`src/rtl/mips_pkg.sv`:
```
// Shared definitions for the 5-stage MIPS subset pipeline: opcodes, ALU op codes,
// forward-select encodings and the decoded control bundle.
package mips_pkg;

  localparam logic [5:0] OP_RTYPE = 6'b000000;
  localparam logic [5:0] OP_LW    = 6'b100011;
  localparam logic [5:0] OP_SW    = 6'b101011;
  localparam logic [5:0] OP_BEQ   = 6'b000100;
  localparam logic [5:0] OP_ADDI  = 6'b001000;

  typedef enum logic [1:0] {
    ALUOP_ADD   = 2'b00,
    ALUOP_SUB   = 2'b01,
    ALUOP_FUNCT = 2'b10
  } aluop_e;

  typedef enum logic [1:0] {
    FWD_RF    = 2'b00,
    FWD_MEMWB = 2'b01,
    FWD_EXMEM = 2'b10
  } fwd_e;

  typedef struct packed {
    logic   regwrite;
    logic   memread;
    logic   memwrite;
    logic   memtoreg;
    logic   branch;
    logic   alusrc;
    logic   regdst;
    aluop_e aluop;
  } ctrl_t;

  // The instruction now in ID/EX will sit in EX/MEM when this one reaches EX, hence 10 first.
  function automatic fwd_e fwd_sel(input logic       ex_rw,
                                   input logic [4:0] ex_dst,
                                   input logic       mem_rw,
                                   input logic [4:0] mem_dst,
                                   input logic [4:0] src);
    if (ex_rw && (ex_dst == src))
      return FWD_EXMEM;
    else if (mem_rw && (mem_dst != 5'd0) && (mem_dst == src))
      return FWD_MEMWB;
    else
      return FWD_RF;
  endfunction

endpackage

```
`src/rtl/main_decoder.sv`:
```
// Combinational main decoder: opcode to control bundle, plus whether rt is a
// source operand and whether the opcode is outside the supported subset.
module main_decoder
  import mips_pkg::*;
(
  input  logic [5:0] opcode,
  output ctrl_t      ctrl,
  output logic       uses_rt,
  output logic       illegal
);

  always_comb begin
    ctrl    = '0;
    uses_rt = 1'b0;
    illegal = 1'b0;
    case (opcode)
      OP_RTYPE: begin
        ctrl.regwrite = 1'b1;
        ctrl.regdst   = 1'b1;
        ctrl.aluop    = ALUOP_FUNCT;
        uses_rt       = 1'b1;
      end
      OP_LW: begin
        ctrl.regwrite = 1'b1;
        ctrl.memread  = 1'b1;
        ctrl.memtoreg = 1'b1;
        ctrl.alusrc   = 1'b1;
        ctrl.aluop    = ALUOP_ADD;
      end
      OP_SW: begin
        ctrl.memwrite = 1'b1;
        ctrl.alusrc   = 1'b1;
        ctrl.aluop    = ALUOP_ADD;
        uses_rt       = 1'b1;
      end
      OP_BEQ: begin
        ctrl.branch = 1'b1;
        ctrl.aluop  = ALUOP_SUB;
        uses_rt     = 1'b1;
      end
      OP_ADDI: begin
        ctrl.regwrite = 1'b1;
        ctrl.alusrc   = 1'b1;
        ctrl.aluop    = ALUOP_ADD;
      end
      default: illegal = 1'b1;
    endcase
  end

endmodule

```
`src/rtl/id_ex_stage.sv`:
```
// Decode stage and ID/EX pipeline register: register-file addressing, control decode,
// load-use hazard stall, and precomputed forward selects for EX.
module id_ex_stage
  import mips_pkg::*;
#(
  parameter int unsigned STALL_CNT_W = 16,
  parameter logic [31:0] RESET_PC4   = 32'h0000_0004
) (
  input  logic                   clk,
  input  logic                   rst_n,
  input  logic                   if_id_valid,
  input  logic [31:0]            if_id_instr,
  input  logic [31:0]            if_id_pc4,
  output logic [4:0]             rn1,
  output logic [4:0]             rn2,
  input  logic [31:0]            rd1,
  input  logic [31:0]            rd2,
  input  logic                   mem_regwrite,
  input  logic [4:0]             mem_dst,
  input  logic                   flush,
  output logic                   stall,
  output logic                   ex_valid,
  output logic                   ex_regwrite,
  output logic                   ex_memread,
  output logic                   ex_memwrite,
  output logic                   ex_memtoreg,
  output logic                   ex_branch,
  output logic                   ex_alusrc,
  output logic [1:0]             ex_aluop,
  output logic [4:0]             ex_dst,
  output logic [31:0]            ex_a,
  output logic [31:0]            ex_b,
  output logic [31:0]            ex_imm,
  output logic [31:0]            ex_pc4,
  output logic [5:0]             ex_funct,
  output logic [1:0]             ex_fwd_a,
  output logic [1:0]             ex_fwd_b,
  output logic                   illegal_op,
  output logic [STALL_CNT_W-1:0] stall_cnt
);

  logic [4:0] rs, rt, rd, dst;
  ctrl_t      dec_ctrl;
  logic       uses_rt;
  logic       illegal;
  logic       hazard;
  logic       squash;
  fwd_e       fwd_a_nxt, fwd_b_nxt;

  assign rs  = if_id_instr[25:21];
  assign rt  = if_id_instr[20:16];
  assign rd  = if_id_instr[15:11];
  assign rn1 = rs;
  assign rn2 = rt;

  main_decoder u_main_decoder (
    .opcode  (if_id_instr[31:26]),
    .ctrl    (dec_ctrl),
    .uses_rt (uses_rt),
    .illegal (illegal)
  );

  assign dst = dec_ctrl.regdst ? rd : rt;

  assign hazard = if_id_valid && ex_valid && ex_memread && (ex_dst != 5'd0) && !flush &&
                  ((ex_dst == rs) || ((ex_dst == rt) && uses_rt));
  assign stall  = hazard;
  assign squash = flush || hazard || !if_id_valid || illegal;

  assign fwd_a_nxt = fwd_sel(ex_regwrite, ex_dst, mem_regwrite, mem_dst, rs);
  assign fwd_b_nxt = fwd_sel(ex_regwrite, ex_dst, mem_regwrite, mem_dst, rt);

  // Control is cleared for any bubble; data fields are held during a stall so the
  // stalled load's destination stays visible for one more cycle.
  always_ff @(posedge clk or negedge rst_n) begin
    if (!rst_n) begin
      ex_valid    <= 1'b0;
      ex_regwrite <= 1'b0;
      ex_memread  <= 1'b0;
      ex_memwrite <= 1'b0;
      ex_memtoreg <= 1'b0;
      ex_branch   <= 1'b0;
      ex_alusrc   <= 1'b0;
      ex_aluop    <= 2'b00;
      ex_dst      <= 5'd0;
      ex_a        <= 32'd0;
      ex_b        <= 32'd0;
      ex_imm      <= 32'd0;
      ex_pc4      <= RESET_PC4;
      ex_funct    <= 6'd0;
      ex_fwd_a    <= 2'b00;
      ex_fwd_b    <= 2'b00;
      illegal_op  <= 1'b0;
      stall_cnt   <= '0;
    end else begin
      ex_valid    <= !squash;
      ex_regwrite <= !squash && dec_ctrl.regwrite && (dst != 5'd0);
      ex_memread  <= !squash && dec_ctrl.memread;
      ex_memwrite <= !squash && dec_ctrl.memwrite;
      ex_memtoreg <= !squash && dec_ctrl.memtoreg;
      ex_branch   <= !squash && dec_ctrl.branch;
      ex_alusrc   <= !squash && dec_ctrl.alusrc;
      ex_aluop    <= squash ? 2'b00 : dec_ctrl.aluop;
      if (!hazard) begin
        ex_dst   <= dst;
        ex_a     <= rd1;
        ex_b     <= rd2;
        ex_imm   <= {{16{if_id_instr[15]}}, if_id_instr[15:0]};
        ex_pc4   <= if_id_pc4;
        ex_funct <= if_id_instr[5:0];
      end
      ex_fwd_a   <= fwd_a_nxt;
      ex_fwd_b   <= fwd_b_nxt;
      illegal_op <= if_id_valid && illegal && !flush && !hazard;
      if (hazard && (stall_cnt != '1))
        stall_cnt <= stall_cnt + STALL_CNT_W'(1);
    end
  end

endmodule

```
`config.mk`:
```
export PLATFORM = sky130hd
export DESIGN_NAME = id_ex_stage
export DESIGN_NICKNAME = d
export VERILOG_FILES = /design/src/rtl/mips_pkg.sv /design/src/rtl/main_decoder.sv /design/src/rtl/id_ex_stage.sv
export SDC_FILE = /design/constraint.sdc
export NUM_CORES = 1
export LEC_CHECK = 0
export BUFFER_PORTS_ARGS = -buffer_cell sky130_fd_sc_hd__buf_4
export CAP_MARGIN = 25
export CORE_AREA = 2 2 129 131
export DETAILED_ROUTE_END_ITERATION = 16
export DIE_AREA = 0 0 131 133
export PLACE_DENSITY = 0.74
export SYNTH_ARGS = -nofsm -noshare
export SYNTH_HDL_FRONTEND = slang
export SYNTH_SLANG_ARGS = --single-unit
```
`constraint.sdc`:
```
create_clock -name clk -period 2.4 [get_ports clk]
set_clock_uncertainty 0.2 [all_clocks]
set_input_delay 0.24 -clock clk [delete_from_list [all_inputs] [get_ports clk]]
set_output_delay 0.24 -clock clk [all_outputs]
set_load 0.01 [all_outputs]
```
Word-level counts from Yosys, hierarchy flattened
Cells that the tools add are included.
- add/sub/neg operators: 1
- equality and inequality tests: 9
- muxes and demuxes: 15
- reductions and logical operators: 37
- operator list (cell ; count):
    1-bit logical AND ; 21
    5-bit == test ; 4
    16-bit by 1-bit adder with 16-bit output, second input constant ; 1
    16-bit inequality test, second input constant ; 1
    5-bit nonzero test ; 3
    6-bit == test, second input constant ; 2
    1-bit two-way mux ; 10
    3-bit OR reduction ; 3
    6-bit by 3-bit == test with 1-bit output, second input constant ; 1
    6-bit by 4-bit == test with 1-bit output, second input constant ; 1
    6-bit zero test ; 1
    2-bit two-way mux ; 3
    5-bit two-way mux ; 1
    5-bit OR reduction ; 1
    1-bit zero test ; 4
    1-bit logical OR ; 4
    2-bit case mux with 2 select lines ; 1
- register bits: 152
- input bits: 138
- output and inout port bits: 180
- word-level logic and storage cells: 79

Logic depth before layout (Yosys ltp)
Gate-level depths: netlist of run 1.
- word-level depth: 12
- mapped depth: 8
- mapped depth without buffers: 6

By module
From an unflattened synthesis of run 1, not the netlist that was laid out.
- cells, all modules: 685
- area, all modules: 6332.3 um2
- modules (own cells, without submodules) (module ; instances ; cells each ; area each (um2) ; sequential area each (um2)):
    id_ex_stage ; 1 ; 663 ; 6173.4 ; 3679.8
    main_decoder ; 1 ; 22 ; 158.9 ; 0.0

Least setup slack after synthesis of run 1
OpenSTA, ideal clock, no wires.
- path kind: reg2reg
- from: register ex_dst[0]
- to: register stall_cnt[14]
- library setup time: 125 ps
- arrival: 2088 ps
- data required time: 2075 ps
- slack: -13 ps
- stages on the path, launching flop included: 7
- path buffers: 1
- period minus slack after synthesis: 2413 ps
- path through: dfrtp_1 xnor2_1 nand2_1 or4b_1 buf_2 a2111oi_0 mux2_2
- word-level cells in the longest chain between the ends: 5
- elaborated cells between the ends (all ways): 9
- classes of those cells: eq/ne: 2; reduce/logical: 7
- ends and longest elaborated chain (what ; line ; text):
    start: declaration ; id_ex_stage.sv:30 ; output logic [4:0] ex_dst,
    start signal: assignment ; id_ex_stage.sv:105 ; ex_dst <= dst;
    5-bit == test or 5-bit nonzero test (tied branches) ; id_ex_stage.sv:66, id_ex_stage.sv:65 ;
    1-bit logical AND (on tied branches) ; id_ex_stage.sv:66, id_ex_stage.sv:65 ;
    1-bit logical OR or 1-bit logical AND (tied branches) ; id_ex_stage.sv:66, id_ex_stage.sv:65 ;
    1-bit logical AND (*) ; id_ex_stage.sv:65 ; assign hazard = if_id_valid && ex_valid && ex_memread && (ex_dst != 5'd0) && !flush &&
    1-bit logical AND (*) ; id_ex_stage.sv:115 ; if (hazard && (stall_cnt != '1))
    end signal: assignment ; id_ex_stage.sv:116 ; stall_cnt <= stall_cnt + STALL_CNT_W'(1);
    end: declaration ; id_ex_stage.sv:39 ; output logic [STALL_CNT_W-1:0] stall_cnt
Every way passes the cells marked *; elsewhere a longest branch is shown, timed or not.
A chain may end at the register's enable or synchronous reset.

Final worst setup path of run 1
- from: register ex_dst[4]
- to: output stall
- word-level cells in the longest chain between the ends: 4
- elaborated cells between the ends (all ways): 8
- classes of those cells: eq/ne: 2; reduce/logical: 6
- ends and longest elaborated chain (what ; line ; text):
    5-bit == test or 5-bit nonzero test (tied branches) ; id_ex_stage.sv:66, id_ex_stage.sv:65 ;
    1-bit logical AND (on tied branches) ; id_ex_stage.sv:66, id_ex_stage.sv:65 ;
    1-bit logical OR or 1-bit logical AND (tied branches) ; id_ex_stage.sv:66, id_ex_stage.sv:65 ;
    1-bit logical AND (*) ; id_ex_stage.sv:65 ;
    end: declaration ; id_ex_stage.sv:21 ; output logic stall,
Marks and branches as above.

==> results of run 1 <==
-- cells by family after synthesis --
| group | count (synthesis) | synth area share, % |
|---|---|---|
| and+or+nand+nor | 64 | 5.81 |
| AOI/OAI and AO/OA | 33 | 3.90 |
| xor gates and xnor gates | 31 | 4.28 |
| muxes | 122 | 21.5 |
| adders and majority gates | 1 | 0.197 |
| DFF | 146 | 57.6 |
| buffers and inverters | 60 | 6.74 |
-- how the worst max path moves through the flow --
stage / startpoint / end / slack, ns / cells past startpoint
finish: ex_dst[4] / stall / -0.13 / 6
floorplan: ex_dst[4] / stall_cnt[14] / 0.006 / 6
CTS: ex_dst[4] / stall / -0.17 / 6
detailed placement: ex_dst[4] / stall_cnt[9] / -0.30 / 6
global placement: ex_dst[0] / stall_cnt[14] / -0.12 / 5
global route: ex_dst[4] / stall / -0.20 / 6
-- layout make-up --
type | instances | area share (%)
clock buffers | 21 | 4.02
clock inverters | 11 | 0.918
inverters | 6 | 0.197
multi-input cells | 251 | 21.7
flip-flops and latches | 146 | 31.9
well taps | 220 | 2.40
repair buffers | 509 | 38.8
-- tightest hold or removal path, delay by kind of cell --
family	cells	cell delay (ns)
buffers and inverters	1	0.12
multiplexers	1	0.07
AO/OA/AOI/OAI	1	0.16
-- placed cells by master (no fill, tap or decap), types with 7 or more instances in the layout --
master                          count
sky130_fd_sc_hd__dfrtp_1          142
sky130_fd_sc_hd__buf_6              8
sky130_fd_sc_hd__buf_12            13
sky130_fd_sc_hd__nand2_1           13
sky130_fd_sc_hd__nand3_1            7
sky130_fd_sc_hd__clkbuf_16         19
sky130_fd_sc_hd__a2111oi_4          7
sky130_fd_sc_hd__mux2_2           115
sky130_fd_sc_hd__dlygate4sd3_1    123
sky130_fd_sc_hd__xor2_1            25
sky130_fd_sc_hd__buf_4            359
sky130_fd_sc_hd__nor3_1             9
-- through the flow --
step                      TNS, ns  power, mW
after CTS                   -7.91       6.11
final                       -5.25       6.09
after global routing       -12.41       6.33
after detailed placement   -16.22       3.40
after global placement      -7.31       3.38
after floorplan                 0       2.90
-- registers in the layout, summed over array words and instances, names as in the netlist --
name         cells
ex_a            32
ex_aluop         2
ex_alusrc        1
ex_b            32
ex_branch        1
ex_dst           5
ex_fwd_a         2
ex_fwd_b         2
ex_imm          16
ex_memtoreg      1
ex_memwrite      1
ex_pc4          32
ex_regwrite      1
ex_valid         1
illegal_op       1
stall_cnt       16
-- layer usage --
layer	vias up	routed length (um)	track usage, %
li1	2541	-	-
met1	2752	7580	25.2
met2	237	11300	42.8
met3	55	1320	7.48
met4	0	696	9.57
met5	-	0	0
-- power groups by stage --
stage / Sequential [mW] / Combinational, mW / Clock, mW
floorplan: 2.72 / 0.187 / 0
global placement: 2.67 / 0.707 / 0
detailed placement: 2.68 / 0.723 / 0
CTS: 2.63 / 0.901 / 2.58
global route: 2.65 / 0.980 / 2.70
finish: 2.64 / 0.914 / 2.54
-- what timing repair did --
action | in CTS | in global routing
setup buffers | 15 | 13
endpoints found under the setup margin | 130 | 132
hold buffers | 123 | 0
cloned | 5 | 2
hold endpoints to repair | 176 | 0
resized for setup | 39 | 27
pin swaps | 8 | 12
==> impl_results.md, run 1 <==
* Number of enable flip-flop cells after synthesis at 0
* Power density of the placed cells at about 530 nW/um^2
* Largest net degree at the start of global routing at 55
* Worst Path Buf+Inv at 2
* Smallest hold slack at between 0.02 and 0.03 ns
* Commonest cells in the synthesized netlist: sky130_fd_sc_hd__dfrtp_1, sky130_fd_sc_hd__mux2_2, sky130_fd_sc_hd__buf_4, sky130_fd_sc_hd__xor2_1, sky130_fd_sc_hd__nand2_1
* Total area of sequential cells at roughly 3700 um^2
* Area growth, synth to finish at 80.4%
* Arr. time, crit path at between 2 and 2.5 ns
* Most used flip-flop cell after synthesis: sky130_fd_sc_hd__dfrtp_1
* Sequential-to-total area share from yosys stat at between 50% and 60%
* Top cell type by total area after synthesis: sky130_fd_sc_hd__dfrtp_1
* Critical path start-end classification: flip-flop to primary output
* Total overflow reported by the global router at 0
* Total die area at between 15000 and 20000 um^2
* Fraction of the cycle the final worst path needs at 105%
* Critical-path maximum fanout at 4
* Count of antenna-violating nets left after detailed routing at 0
* Tightest slew margin relative to the limit at a little under two thirds
* Clock slew seen by the registers of the worst setup and hold paths at ~0.060 ns
* Horizontal extent of the die at around 130 um
* Hold path depth at 3
* Transition at the pin with the smallest max-transition slack at approximately 0.55 ns
* Vias per Instance at about 4.8
* Max_cap viols at 0
* Cell with the most instances after synthesis: sky130_fd_sc_hd__dfrtp_1
* 1st-pass router iterations at 4
* Outcome: complete, but fails checks
* Net Sw Frac at between 20 and 25%
* Cell variety after synth at 40
* Gate count of the mapped netlist at about 460
* Nets at about 1100
* Clock buffer count from CTS at 17
* Number of design rule violations left after detail routing at 0
* Clock Latency Late Sink at between 0.4 and 0.5 ns
* # H-tree levels at 4
* Cell types with the largest area share after synthesis: sky130_fd_sc_hd__dfrtp_1, sky130_fd_sc_hd__mux2_2, sky130_fd_sc_hd__buf_4
* Synthesized area divided by synthesized cell count at around 14 um^2
* Die Y-Extent at between 100 and 150 um
* Number of buffers on the longest clock path at 2
* Ys Warns at 0
* Violation count after the first detailed-route iteration at between 100 and 150
* Sequence of cells on the critical path: or4_4 -> o211a_1 -> nand4_4 -> nand2_4 -> buf_12 -> buf_6
* Global router's overall resource usage at 23.7%
* Number of placed instances with taps included at 978
* Multi-input gate area at 2490 um^2
* Boundary Pins at around 320
* Reported leakage power at roughly 5.4 nW
* Post-DP HPWL at 13000 um
* Fill cells at around 1100
* Setup repair after global routing missed its margin: true
* Cell area after technology mapping at 6350 um^2
* First-pass GRT wire length at 31900 um
* Via count of the first global-routing pass at 6262
* Number of nets in the synthesized netlist at between 500 and 600
* Capture endpoint of the worst hold path: ex_dst[1]
* Maximum single-stage delay on the critical path at 0.55 ns
* Final cell area excluding filler cells at roughly 11000 um^2
* Final setup fails at between 90 and 100
* Number of endpoints with negative hold slack in the final report at 0
* Fmax at 395 MHz
* Setup slack of the critical path after layout at -0.132 ns
* Port-buffer cells at 317
* Total length of routed wires at approximately 21000 um
* Family of cells with the greatest summed delay on the critical path: simple AND/OR/NAND/NOR gates
* Crit path required time at 1.96 ns
* Non-filler cells, final at 1164
* Violated checks: negative setup slack
* Max-slew violations at 0
* Site Rows at 47
* Number of clock sinks at around 150
* Clock tree from TritonCTS: done
* Fin util at between 70% and 80%
* Placed instance area at ~9000 um^2
* Share of async-settable or async-resettable flops after synthesis at 100%
* Worst slack at placement at -0.296 ns
* Core ar. at 16200 um^2
* Root buffer cell: sky130_fd_sc_hd__clkbuf_16
* Detail-routed net length per standard cell at roughly 18 um
* Gp weighted congestion at around 0.86
* Comb pwr share at around 15%
* Hold/Removal Path Class: primary input to flip-flop
* Register bit total from synthesis at 146
* P_sw at between 1 and 1.5 mW
* Starting Density at around two fifths
* Origin of the critical flop-to-flop path: ex_dst[1]
* Post-synth top area share at a little under three fifths
* Startpoint types: flip-flop
* Min cycle time layout at around 2.5 ns
* Critical hold path startpoint: if_id_instr[17]
* Proportion of power drawn by flip-flops and latches at a little over two fifths
* Fraction of final layout cells with drive strength greater than 1 at 59.3%
* Cell with the largest stage delay on the worst path: sky130_fd_sc_hd__or4_4
* Number of antenna violations at the first check in global routing at 0
* Fraction of power consumed by the clock network at 41.7%
* Cell-internal power at between 4 and 5 mW
* Critical R2R Capture: ex_pc4[14]
* Count of inserted antenna diode cells at 0
* Type of element capturing the critical path: primary output
* Cells on worst reg2reg path at 7
* Maximum vdd ir drop at ~0.43 mV
* Vias at approximately 5600
* Register-to-register setup slack at -0.11 ns
Note: power is estimated with default switching activity, not from simulation.
==> run 2: changes to the inputs <==
Settings changed: ABC_AREA set to 1, CORE_AREA 2 2 129 131 to 2 2 132 134, DIE_AREA 0 0 131 133 to 0 0 134 136, PLACE_DENSITY 0.74 to 0.72.
==> run 2 against run 1 <==
- the run now ends clean
- setup slack better by 0.25 ns
- area after synthesis increased by 3.6%
- core utilization fell by 6.4 points
- count of clock-buffer cells in the layout is 2 lower
- highest routed layer unchanged
==> impl_results.md, run 2 <==
* Outcome: complete, no violations
* Share of async-settable or async-resettable flops after synthesis at 100%
* Synthesized area divided by synthesized cell count at between 8 and 9 um^2
* Number of buffers on the longest clock path at 2
* Post-DP HPWL at between 10000 and 15000 um
* Reported leakage power at around 5.8 nW
* Leading registers by flop count: ex_a: 32 flops, ex_b: 32 flops, ex_pc4: 32 flops
* Critical-path maximum fanout at 9
* Total Negative Setup Slacks at 0 ns
* Critical hold path startpoint: flush
* Number of design rule violations left after detail routing at 0
* Clock Latency Late Sink at between 0.4 and 0.5 ns
* Total length of routed wires at about 21000 um
* Post-synthesis compound-gate area fraction at less than 1%
* Count of inserted antenna diode cells at 0
* Register-to-register setup slack at ~0.24 ns
* Nets at 1345
* Most frequent standard cell in the layout excluding fill and tap cells: sky130_fd_sc_hd__nand2_1
* Min cycle time layout at roughly 2.3 ns
* Top library cells by usage in the layout, fill and taps aside: sky130_fd_sc_hd__nand2_1, sky130_fd_sc_hd__buf_4, sky130_fd_sc_hd__dfrtp_1
* Critical path start-end classification: primary input to primary output
* Main combinational cell family by area after synthesis: simple AND/OR/NAND/NOR gates
* Post-Synth Simple-Gate Area at a little under a third
* Total die area at 18200 um^2
* Via count of the first global-routing pass at 6655
* Max-slew violations at 0
* Hold path depth at 4
* Clock slew seen by the registers of the worst setup and hold paths at 0.06 ns
* First-pass GRT wire length at ~33000 um
* Portion of netlist area occupied by mux cells at 0%
* Startpoint types: primary input
* Transition at the pin with the smallest max-transition slack at just under 0.6 ns
* Maximum vdd ir drop at between 0.4 and 0.5 mV
* Site Rows at 48
* Most used flip-flop cell after synthesis: sky130_fd_sc_hd__dfrtp_1
* Xor and xnor area share after synthesis at under 10%
* Number of clock sinks at between 100 and 150
* Final setup fails at 0
* Detail-routed net length per standard cell at 14.6 um
* Starting Density at between 30% and 40%
* Sequential-to-total area share from yosys stat at a little under three fifths
* Number of enable flip-flop cells after synthesis at 0
* Cells on worst reg2reg path at 8
* Vias at between 6000 and 7000
* Horizontal extent of the die at ~130 um
* Gate count of the mapped netlist at roughly 800
* Global router's overall resource usage at between 20% and 30%
* Register bit total from synthesis at 146
* Fraction of final layout cells with drive strength greater than 1 at a little under a third
* Violation count after the first detailed-route iteration at around 440
* Root buffer cell: sky130_fd_sc_hd__clkbuf_16
* Capture endpoint of the worst hold path: ex_memwrite
* Port-buffer cells at between 300 and 400
* Hold/Removal Path Class: primary input to flip-flop
* Tightest slew margin relative to the limit at around 60%
* Origin of the critical flop-to-flop path: ex_dst[2]
* Commonest cells in the synthesized netlist: sky130_fd_sc_hd__nand2_1, sky130_fd_sc_hd__dfrtp_1, sky130_fd_sc_hd__buf_4, sky130_fd_sc_hd__inv_1, sky130_fd_sc_hd__nor2_1
* Arr. time, crit path at ~1.8 ns
* # H-tree levels at 4
* 1st-pass router iterations at 5
* Top cell type by total area after synthesis: sky130_fd_sc_hd__dfrtp_1
* Clock buffer count from CTS at 17
* Share of synthesized cell area in full adder, half adder and majority cells at 0.190%
* Area growth, synth to finish at 65.4%
* Number of antenna violations at the first check in global routing at 0
* Die Y-Extent at about 140 um
* Largest net degree at the start of global routing at 76
* Power density of the placed cells at ~600 nW/um^2
* Max_cap viols at 0
* Fraction of the cycle the final worst path needs at 95.1%
* Cell with the most instances after synthesis: sky130_fd_sc_hd__nand2_1
* Type of element capturing the critical path: primary output
* Cell types with the largest area share after synthesis: sky130_fd_sc_hd__dfrtp_1, sky130_fd_sc_hd__nand2_1, sky130_fd_sc_hd__buf_4
* Crit path required time at approximately 2.0 ns
* Total overflow reported by the global router at 0
* Fill cells at 1272
* Number of nets in the synthesized netlist at a little over 900
* Cell area after technology mapping at around 6600 um^2
* Ys Warns at 0
* Setup repair after global routing missed its margin: false
* Core ar. at approximately 17000 um^2
* Post-synth top area share at 55.2%
* Critical R2R Capture: ex_alusrc
* Boundary Pins at 318
* Clock tree from TritonCTS: done
* Post-CTS Setup Inserts at 0
* Fmax at between 400 and 500 MHz
* Count of antenna-violating nets left after detailed routing at 0
* Gp weighted congestion at approximately 0.88
* Vias per Instance at ~4.6
* Cell variety after synth at 25
* Number of endpoints with negative hold slack in the final report at 0
* Smallest hold slack at 0.0355 ns
==> run 2: cell count changes after synthesis, sizes merged, moves of 9 or more <==
cell,before,now
nand2,14,433
inv,6,35
mux2,116,0
nor2,6,33
nand3,7,18
xor2,25,12
nand4,3,21
a2111oi,9,0
xnor2,6,15
==> run 2: worst max-delay path, stage by stage <==
cell and delay (ns):
sky130_fd_sc_hd__dlygate4sd3_1 0.55, sky130_fd_sc_hd__buf_4 0.16, sky130_fd_sc_hd__xnor2_1 0.15, sky130_fd_sc_hd__nand3_1 0.10
sky130_fd_sc_hd__nor2_1 0.10, sky130_fd_sc_hd__nand2_1 0.07, sky130_fd_sc_hd__nand2_2 0.10, sky130_fd_sc_hd__nand2_4 0.09
sky130_fd_sc_hd__inv_6 0.13, sky130_fd_sc_hd__buf_4 0.14
==> run 2: how the worst max path moves through the flow <==
stage | slack [ns] | depth (start not counted) | to | startpoint
after floorplan | 0.50 | 10 | stall_cnt[6] | stall_cnt[0]
after global placement | 0.35 | 8 | ex_memwrite | ex_dst[2]
after detailed placement | 0.31 | 9 | stall_cnt[14] | stall_cnt[0]
after CTS | 0.008 | 10 | stall | if_id_instr[28]
after global routing | 0.01 | 7 | stall | ex_dst[1]
final | 0.12 | 10 | stall | if_id_instr[16]
==> run 2: cells by family after synthesis <==
family          after synthesis
simple gates                514
flops                       146
buf+inv                      98
xor+xnor                     27
compound gates               10
fa+ha+maj                     1
==> run 2: repair_timing <==
action	CTS	global route
hold buffers	126	0
hold endpoints to repair	170	0
setup endpoints to repair	0	1
gates resized for setup	0	4
==> run 2: area by class of cell <==
type | count | area (um^2) | area share, %
tap | 225 | 282 | 2.59
multi-input combinational | 552 | 2340 | 21.5
clock inverter | 13 | 221 | 2.04
clock buffer | 19 | 453 | 4.16
inverter | 36 | 140 | 1.29
timing repair buffer | 453 | 3780 | 34.8
sequential | 146 | 3650 | 33.6
==> run 2: stage by stage <==
stage	util [%]	instance area (um^2)	instances	setup slack, ns	power, mW
global placement	52.9	8930	1286	0.349	3.37
global route	64.4	10900	1444	0.0120	6.78
CTS	64.4	10900	1444	0.00779	6.58
detailed placement	52.9	8930	1286	0.306	3.38
floorplan	-	6580	796	0.500	2.91
finish	64.4	10900	1444	0.117	6.53
==> run 2: power by group <==
| part | leakage, nW | switching, mW | internal [mW] | total, mW |
|---|---|---|---|---|
| logic | 3.70 | 0.363 | 0.509 | 0.873 |
| clock network | 0.327 | 1.09 | 1.93 | 3.02 |
| registers | 1.77 | 0.0731 | 2.57 | 2.64 |
| total | 5.79 | 1.53 | 5.00 | 6.53 |
==> run 2: layer usage <==
layer	GRT usage (%)	wire, um
met5	0	0
met4	7.57	386
met3	6.49	1490
met2	40.3	10800
met1	27.5	8350
